`src/rtl/alu_serial_sequencer.sv`:
```
// alu_serial_sequencer: bit-serial ADD/SUB/XOR/SLT driver for an external combinational 1-bit slice,
// LSB first, with the carry chained through a register and carry/overflow/zero flags at completion.
module alu_serial_sequencer #(
  parameter int WIDTH = 32,
  parameter int CNT_W = 5
) (
  input  logic             Clk,
  input  logic             Rst_n,
  input  logic             Start,
  input  logic [2:0]       Cntrl,
  input  logic [WIDTH-1:0] OpA,
  input  logic [WIDTH-1:0] OpB,
  output logic             Busy,
  output logic             Done,
  output logic [WIDTH-1:0] Result,
  output logic             CarryOut,
  output logic             Overflow,
  output logic             Zero,
  output logic             SliceA,
  output logic             SliceB,
  output logic             SliceCin,
  output logic [2:0]       SliceCntrl,
  input  logic             SliceOut,
  input  logic             SliceCout
);
  typedef enum logic [1:0] {IDLE, RUN, DONE} state_t;
  state_t state, state_nxt;
  logic [WIDTH-1:0] a_sr, b_sr, res_nxt;
  logic [CNT_W-1:0] count;
  logic [1:0] op;
  logic carry, accept, last, slt_bit;
  assign accept = (state == IDLE) && Start && !Cntrl[2];
  assign last = (state == RUN) && (count == CNT_W'(WIDTH - 1));
  // SLT sign is the MSB sum corrected by the MSB overflow
  assign slt_bit = SliceOut ^ SliceCin ^ SliceCout;
  assign res_nxt = (last && op == 2'b11) ? {{(WIDTH-1){1'b0}}, slt_bit} : {SliceOut, Result[WIDTH-1:1]};
  assign SliceA = a_sr[0];
  assign SliceB = b_sr[0];
  assign SliceCin = carry;
  assign SliceCntrl = op[0] ? 3'b001 : {1'b0, op};
  always_ff @(posedge Clk or negedge Rst_n)
    if (!Rst_n) state <= IDLE;
    else state <= state_nxt;
  always_comb begin
    state_nxt = state;
    case (state)
      IDLE: state_nxt = accept ? RUN : IDLE;
      RUN: state_nxt = last ? DONE : RUN;
      default: state_nxt = IDLE;
    endcase
  end
  always_comb begin
    Busy = state == RUN;
    Done = state == DONE;
  end
  always_ff @(posedge Clk or negedge Rst_n)
    if (!Rst_n) begin
      a_sr <= '0;
      b_sr <= '0;
      op <= '0;
      carry <= 1'b0;
      count <= '0;
      Result <= '0;
      CarryOut <= 1'b0;
      Overflow <= 1'b0;
      Zero <= 1'b0;
    end else if (accept) begin
      a_sr <= OpA;
      b_sr <= OpB;
      op <= Cntrl[1:0];
      carry <= Cntrl[0];
      count <= '0;
      Result <= '0;
    end else if (state == RUN) begin
      a_sr <= a_sr >> 1;
      b_sr <= b_sr >> 1;
      carry <= SliceCout;
      count <= last ? count : count + CNT_W'(1);
      Result <= res_nxt;
      if (last) begin
        CarryOut <= ~op[1] & SliceCout;
        Overflow <= ~op[1] & (SliceCin ^ SliceCout);
        Zero <= res_nxt == '0;
      end
    end
endmodule
```
`config.mk`:
```
export PLATFORM = sky130hd
export DESIGN_NAME = alu_serial_sequencer
export DESIGN_NICKNAME = d
export VERILOG_FILES = /design/src/rtl/alu_serial_sequencer.sv
export SDC_FILE = /design/constraint.sdc
export NUM_CORES = 1
export LEC_CHECK = 0
export BUFFER_PORTS_ARGS = -buffer_cell sky130_fd_sc_hd__buf_2
export CAP_MARGIN = 0
export CELL_PAD_IN_SITES_DETAIL_PLACEMENT = 1
export CELL_PAD_IN_SITES_GLOBAL_PLACEMENT = 1
export CORE_ASPECT_RATIO = 0.75
export CORE_MARGIN = 5
export CORE_UTILIZATION = 40
export DETAILED_ROUTE_END_ITERATION = 12
export HOLD_SLACK_MARGIN = 0.03
export PLACE_DENSITY_LB_ADDON = 0.1
export SLEW_MARGIN = 25
export SYNTH_ARGS = -nofsm -noshare
export SYNTH_HDL_FRONTEND = slang
export SYNTH_SLANG_ARGS = --single-unit
```
`constraint.sdc`:
```
create_clock -name Clk -period 2 [get_ports Clk]
set_input_delay 0.4 -clock Clk [delete_from_list [all_inputs] [get_ports Clk]]
set_output_delay 0.4 -clock Clk [all_outputs]
set_load 0.05 [all_outputs]
```
Yosys cells after proc, flatten, opt, wreduce, memory -nomap -nowiden
Index checks and enable logic that the tools add are counted.
{"block": "totals", "inputBits": 72, "ff_bits": 109, "output_inout_bits": 43}
{"block": "classes", "n_eq_ne": 5, "n_mux": 16, "add_sub_neg": 1, "n_reduce_logical": 10, "bitwise_logic": 7}
{"operator": "2-to-1 mux 32 bit", "n": 7}
{"operator": "zero test 32 bit", "n": 1}
{"operator": "2-to-1 mux 5 bit", "n": 3}
{"operator": "adder 5 x 1 -> 5 bit (second input constant)", "n": 1}
{"operator": "equality test 5 bit (second input constant)", "n": 1}
{"operator": "equality test 2 bit (second input constant)", "n": 2}
{"operator": "logical AND 1 bit", "n": 4}
{"operator": "2-to-1 mux 2 bit", "n": 2}
{"operator": "one-hot mux 2 bit (2 select lines)", "n": 1}
{"operator": "2-to-1 mux 1 bit", "n": 3}
{"operator": "AND reduction 3 bit", "n": 1}
{"operator": "bitwise XOR 1 bit", "n": 3}
{"operator": "AND 1 bit", "n": 2}
{"operator": "equality test 2 x 1 -> 1 bit (second input constant)", "n": 1}
{"operator": "zero test 2 bit", "n": 1}
{"operator": "inequality test 2 bit (second input constant)", "n": 1}
{"operator": "inverter 1 bit", "n": 2}
{"operator": "AND reduction 2 bit", "n": 1}
{"operator": "nonzero test 2 bit", "n": 1}
{"operator": "zero test 1 bit", "n": 1}

Longest topological paths before layout
{"block": "depth", "depth_word": 6, "depth_mapped": 8, "ltp_nobuf": 8}

Worst setup path before layout
Ideal clock, no wire load.
{"block": "synth_timing", "path_kind": "flip-flop to flip-flop", "startpoint": "reg count[0]", "endpoint": "reg count[3]", "stages_incl_launch_ff": 8, "t_arrival_ns": 1.614, "path_buffers": 0, "path_slack_ns": 0.265, "path_cell_list": "dfrtp_1 > ha_1 > and3_1 > ha_1 > nor3b_2 > nand4_1 > xor2_1 > nor2_1"}
{"block": "synth_between", "elab_chain_len": 4, "elab_cells_between_ends": 8, "cone_classes": "1 x add/sub; 2 x eq/ne; 3 x mux; 2 x reduce/logical"}
{"element": "start, declared", "line_no": "29", "source": "logic [CNT_W-1:0] count;"}
{"element": "start signal, assigned", "line_no": "78", "source": "count <= last ? count : count + CNT_W'(1);"}
{"element": "adder 5 x 1 -> 5 bit or equality test 5 bit (tied branches)", "line_no": "78, 33"}
{"element": "2-to-1 mux 5 bit or logical AND 1 bit (tied branches)", "line_no": "78, 33"}
{"element": "2-to-1 mux 5 bit or inequality test 2 bit (tied branches)"}
{"element": "2-to-1 mux 5 bit or AND reduction 2 bit (tied branches)"}
Several ways; a longest one is shown, not always the timed one. The select of a mux whose other input is x is not followed.
A chain may end at the register's enable or synchronous reset.

Final worst setup path
{"block": "layout_timing", "startpoint": "reg state[1]", "endpoint": "out Busy"}
{"block": "layout_between", "elab_chain_len": 1}
{"element": "start, declared", "line_no": "27", "source": "state_t state, state_nxt;"}
{"element": "start signal, assigned", "line_no": "43", "source": "else state <= state_nxt;"}
{"element": "equality test 2 x 1 -> 1 bit", "line_no": "53", "source": "Busy = state == RUN;"}
{"element": "end, declared", "line_no": "13", "source": "output logic Busy,"}
No other way between the ends.

==> impl_metrics.csv <==
group,metric,value,unit
detailed_routing,wl_per_cell,17.1,µm
sta,period_share,96.0,%
die,die_h,102,µm
logic_synthesis,ys_top_cells_by_area,"dfrtp_1, nand2_1, a22oi_1, a22o_1, buf_2",
sta,grt_setup_unrepaired,"no",
power_and_ir_drop,pwr_density_cell,1700,nW/µm²
worst_setup_path,slowest_delay,0.43,ns
worst_setup_path,worstSetupPathType,"flop to primary output",
worst_setup_path,critPathMaxFanout,21,
power_and_ir_drop,combPwrFrac,41.9,%
final_layout,mostFrequentLayoutCells,"nand2_1, buf_2, dfrtp_1",
die,core,10900,µm²
power_and_ir_drop,p_int,0.00541,W
sta,finalSetupViolations,0,
power_and_ir_drop,switching_share,42.8,%
sta,clock_skew,0.00423,ns
final_layout,area_growth,24.3,%
global_route,grt_max_degree,47,
final_layout,stdcell_area,5580,µm²
placed_design,numPortBuffers,113,
logic_synthesis,yosys.area.top_type,"dfrtp_1",
power_and_ir_drop,worst_ir_drop_vdd,0.000857,V
clock_tree,root_buffer,"clkbuf_16",
global_route,grt_pass1_vias,3689,
worst_setup_path,path_delay_family,"buffers and inverters",
detailed_routing,drt_wl_total,11.5,mm
worst_setup_path,arrival,1.52,ns
placed_design,dp_hpwl,7.77,mm
detailed_routing,drt_iter0_markers,185,
worst_setup_path,crit_path_cell_trace,"nand2b_2 > inv_2 > buf_8 > buf_4",
logic_synthesis,synth_area_per_cell,10.8,µm²
logic_synthesis,synth_edf_count,0,
logic_synthesis,syn-cell-area,4490,µm²
power_and_ir_drop,p_leak,2.90,nW
die,num_io_pins,115,
worst_setup_path,path_buf_inv,3,
logic_synthesis,synth.ff_latch_count,109,
sta,worst_slack,0.0796,ns
final_layout,num-fill-cells,1235,
worst_setup_path,crit_path_top_delay_cell,"dfrtp_1",
global_route,grt_pass1_wl,19.3,mm
power_and_ir_drop,clkPwrFrac,18.3,%
clock_tree,clkSlewWorstSetupHoldPaths,0.07,ns
die,dieWidth,132,µm
clock_tree,clockBufferDepth,2,
die,die_area,13500,µm²
final_layout,multi_input_area,1630,µm²
logic_synthesis,netlist_instances,417,
detailed_routing,antenna_left,0,
sta,worstMarginPinSlew,0.922,ns
logic_synthesis,seq_area_frac_synth,60.8,%
worst_setup_path,end_kind,"primary output",
clock_tree,tritoncts,"built",
placed_design,post-place-ws,-0.0572,ns
global_route,grt_overflow_total,0,
sta,clock.fmax,521,MHz
clock_tree,ctsHtreeMaxLevel,3,
placed_design,gp_congestion,0.729,
logic_synthesis,syn-num-nets,491,
hold_path,hold_class,"primary input to flop",
clock_tree,cts_buffers,9,
sta,hold_viol_final,0,
logic_synthesis,yosys_warnings,0,
detailed_routing,drtPass1Iterations,4,
final_layout,seqCellArea,2730,µm²
final_layout,nets,601,
power_and_ir_drop,p_switching,0.00405,W
detailed_routing,vias,3540,
clock_tree,clock_sinks,109,
final_layout,fin_util,51.0,%
logic_synthesis,async_flop_share,100,%
global_route,antenna_found_initial,0,
global_route,grt_use_total,17.9,%
logic_synthesis,yosys.area.top_type_share,60.8,%
die,std_cell_rows,33,
final_layout,insertedDiodeCount,0,
job,max_cap_viol_count,0,
detailed_routing,drc_errors,0,
final_layout,layout-drive-gt1-share,28.6,%
clock_tree,clk-insertion-delay-late,0.33,ns
die,start_util,41.0,%
detailed_routing,viasPerCell,5.27,
power_and_ir_drop,pwr-share-seq,39.8,%
sta,drv_slew,0,
worst_setup_path,cp_data_required_time,1.60,ns
status,run_status,"completed",
sta,period_needed,1.92,ns
sta,max_slew_margin,38.5,%
logic_synthesis,yosysUniqueCellTypes,33,
sta,final.setup.tns,0,ns
logic_synthesis,ys.flop_type,"dfrtp_1",
worst_setup_path,setup.worst_path.start_class,"flop",
placed_design,postPlaceCellArea,5230,µm²
sta,whs,0.273,ns
final_layout,final_common_cell,"nand2_1",
synth_stat cells, types with 2 or more instances:
cell and count:
inv_1 2, nand4_1 2, ha_1 2, buf_2 26, buf_4 3, nor4_1 8
a22o_1 33, dfrtp_1 109, xnor2_1 3, mux2_2 2, nor2_1 4, nand2_1 133
nand3_1 2, nor2b_1 2, o21ai_0 5, a22oi_1 63, xor2_1 2
final cells by class:
type	count	area share, %
sequential	109	48.9
multi-input combinational	276	29.2
timing repair buffer	128	13.3
clock buffer	16	5.23
tap	140	3.14
inverter	3	0.202
metal layers:
metal | vias up | track usage [%] | wire length [µm]
li1 | 1693 | - | -
met1 | 1768 | 26.1 | 5670
met2 | 73 | 26.7 | 5180
met3 | 6 | 4.82 | 578
met4 | 0 | 4.23 | 54
met5 | - | 0 | 0
final timing paths:
kind,start,end,slack (ns),cells past startpoint
worst max-delay path,state[1],Busy,0.08,4
min in group asynchronous,Rst_n,Result[16],0.56,2
max in group asynchronous,Rst_n,Result[6],0.86,3
worst min register to register,b_sr[0],b_sr[0],0.47,2
worst max register to register,state[0],a_sr[30],0.16,5
worst min-delay path,OpA[31],a_sr[31],0.27,3
per-stage QoR:
stage	instances	total power, W
6_report	672	0.00946
5_1_grt	672	0.0101
3_5_place_dp	653	0.00774
3_3_place_gp	653	0.00760
2_1_floorplan	417	0.00664
4_1_cts	671	0.00955
state kept, by name, summed over array words and instances, names as in the netlist:
signal / cells
state: 2
Zero: 1
CarryOut: 1
count: 5
b_sr: 32
Result: 32
SliceCin: 1
op: 2
Overflow: 1
a_sr: 32
worst min-delay path, delay by kind of cell:
family / cells / cell delay, ns
buffers and inverters: 1 / 0.08
AND/OR/NAND/NOR: 1 / 0.04
AO/OA/AOI/OAI: 1 / 0.06
power groups by stage:
stage / logic, W / clock network, W / registers, W
after floorplan: 0.00198 / 0 / 0.00465
after global placement: 0.00383 / 0 / 0.00377
after detailed placement: 0.00395 / 0 / 0.00379
after CTS: 0.00399 / 0.00179 / 0.00376
after global routing: 0.00435 / 0.00188 / 0.00389
final: 0.00396 / 0.00173 / 0.00376
logic make-up (layout without fill, tap and decap cells):
| group | after synthesis | in the layout | share of synthesized area (%) |
|---|---|---|---|
| AND/OR/NAND/NOR | 160 | 161 | 15.1 |
| flip-flops | 109 | 109 | 60.8 |
| AO/OA/AOI/OAI | 104 | 104 | 18.0 |
| buffers and inverters | 33 | 147 | 3.74 |
| XOR/XNOR | 5 | 5 | 0.976 |
| multiplexers | 3 | 3 | 0.725 |
| adder cells (fa/ha/maj) | 2 | 2 | 0.558 |
| other | 1 | 1 | 0.0836 |
timing repair:
item,4_1_cts,5_1_grt
pin swaps,1,1
gates cloned,1,0
buffers inserted,0,1
hold buffers,1,0
hold endpoints to repair,30,0
gates resized for setup,3,7
endpoints found under the setup margin,32,35
Power figures use the tool's default switching activity.
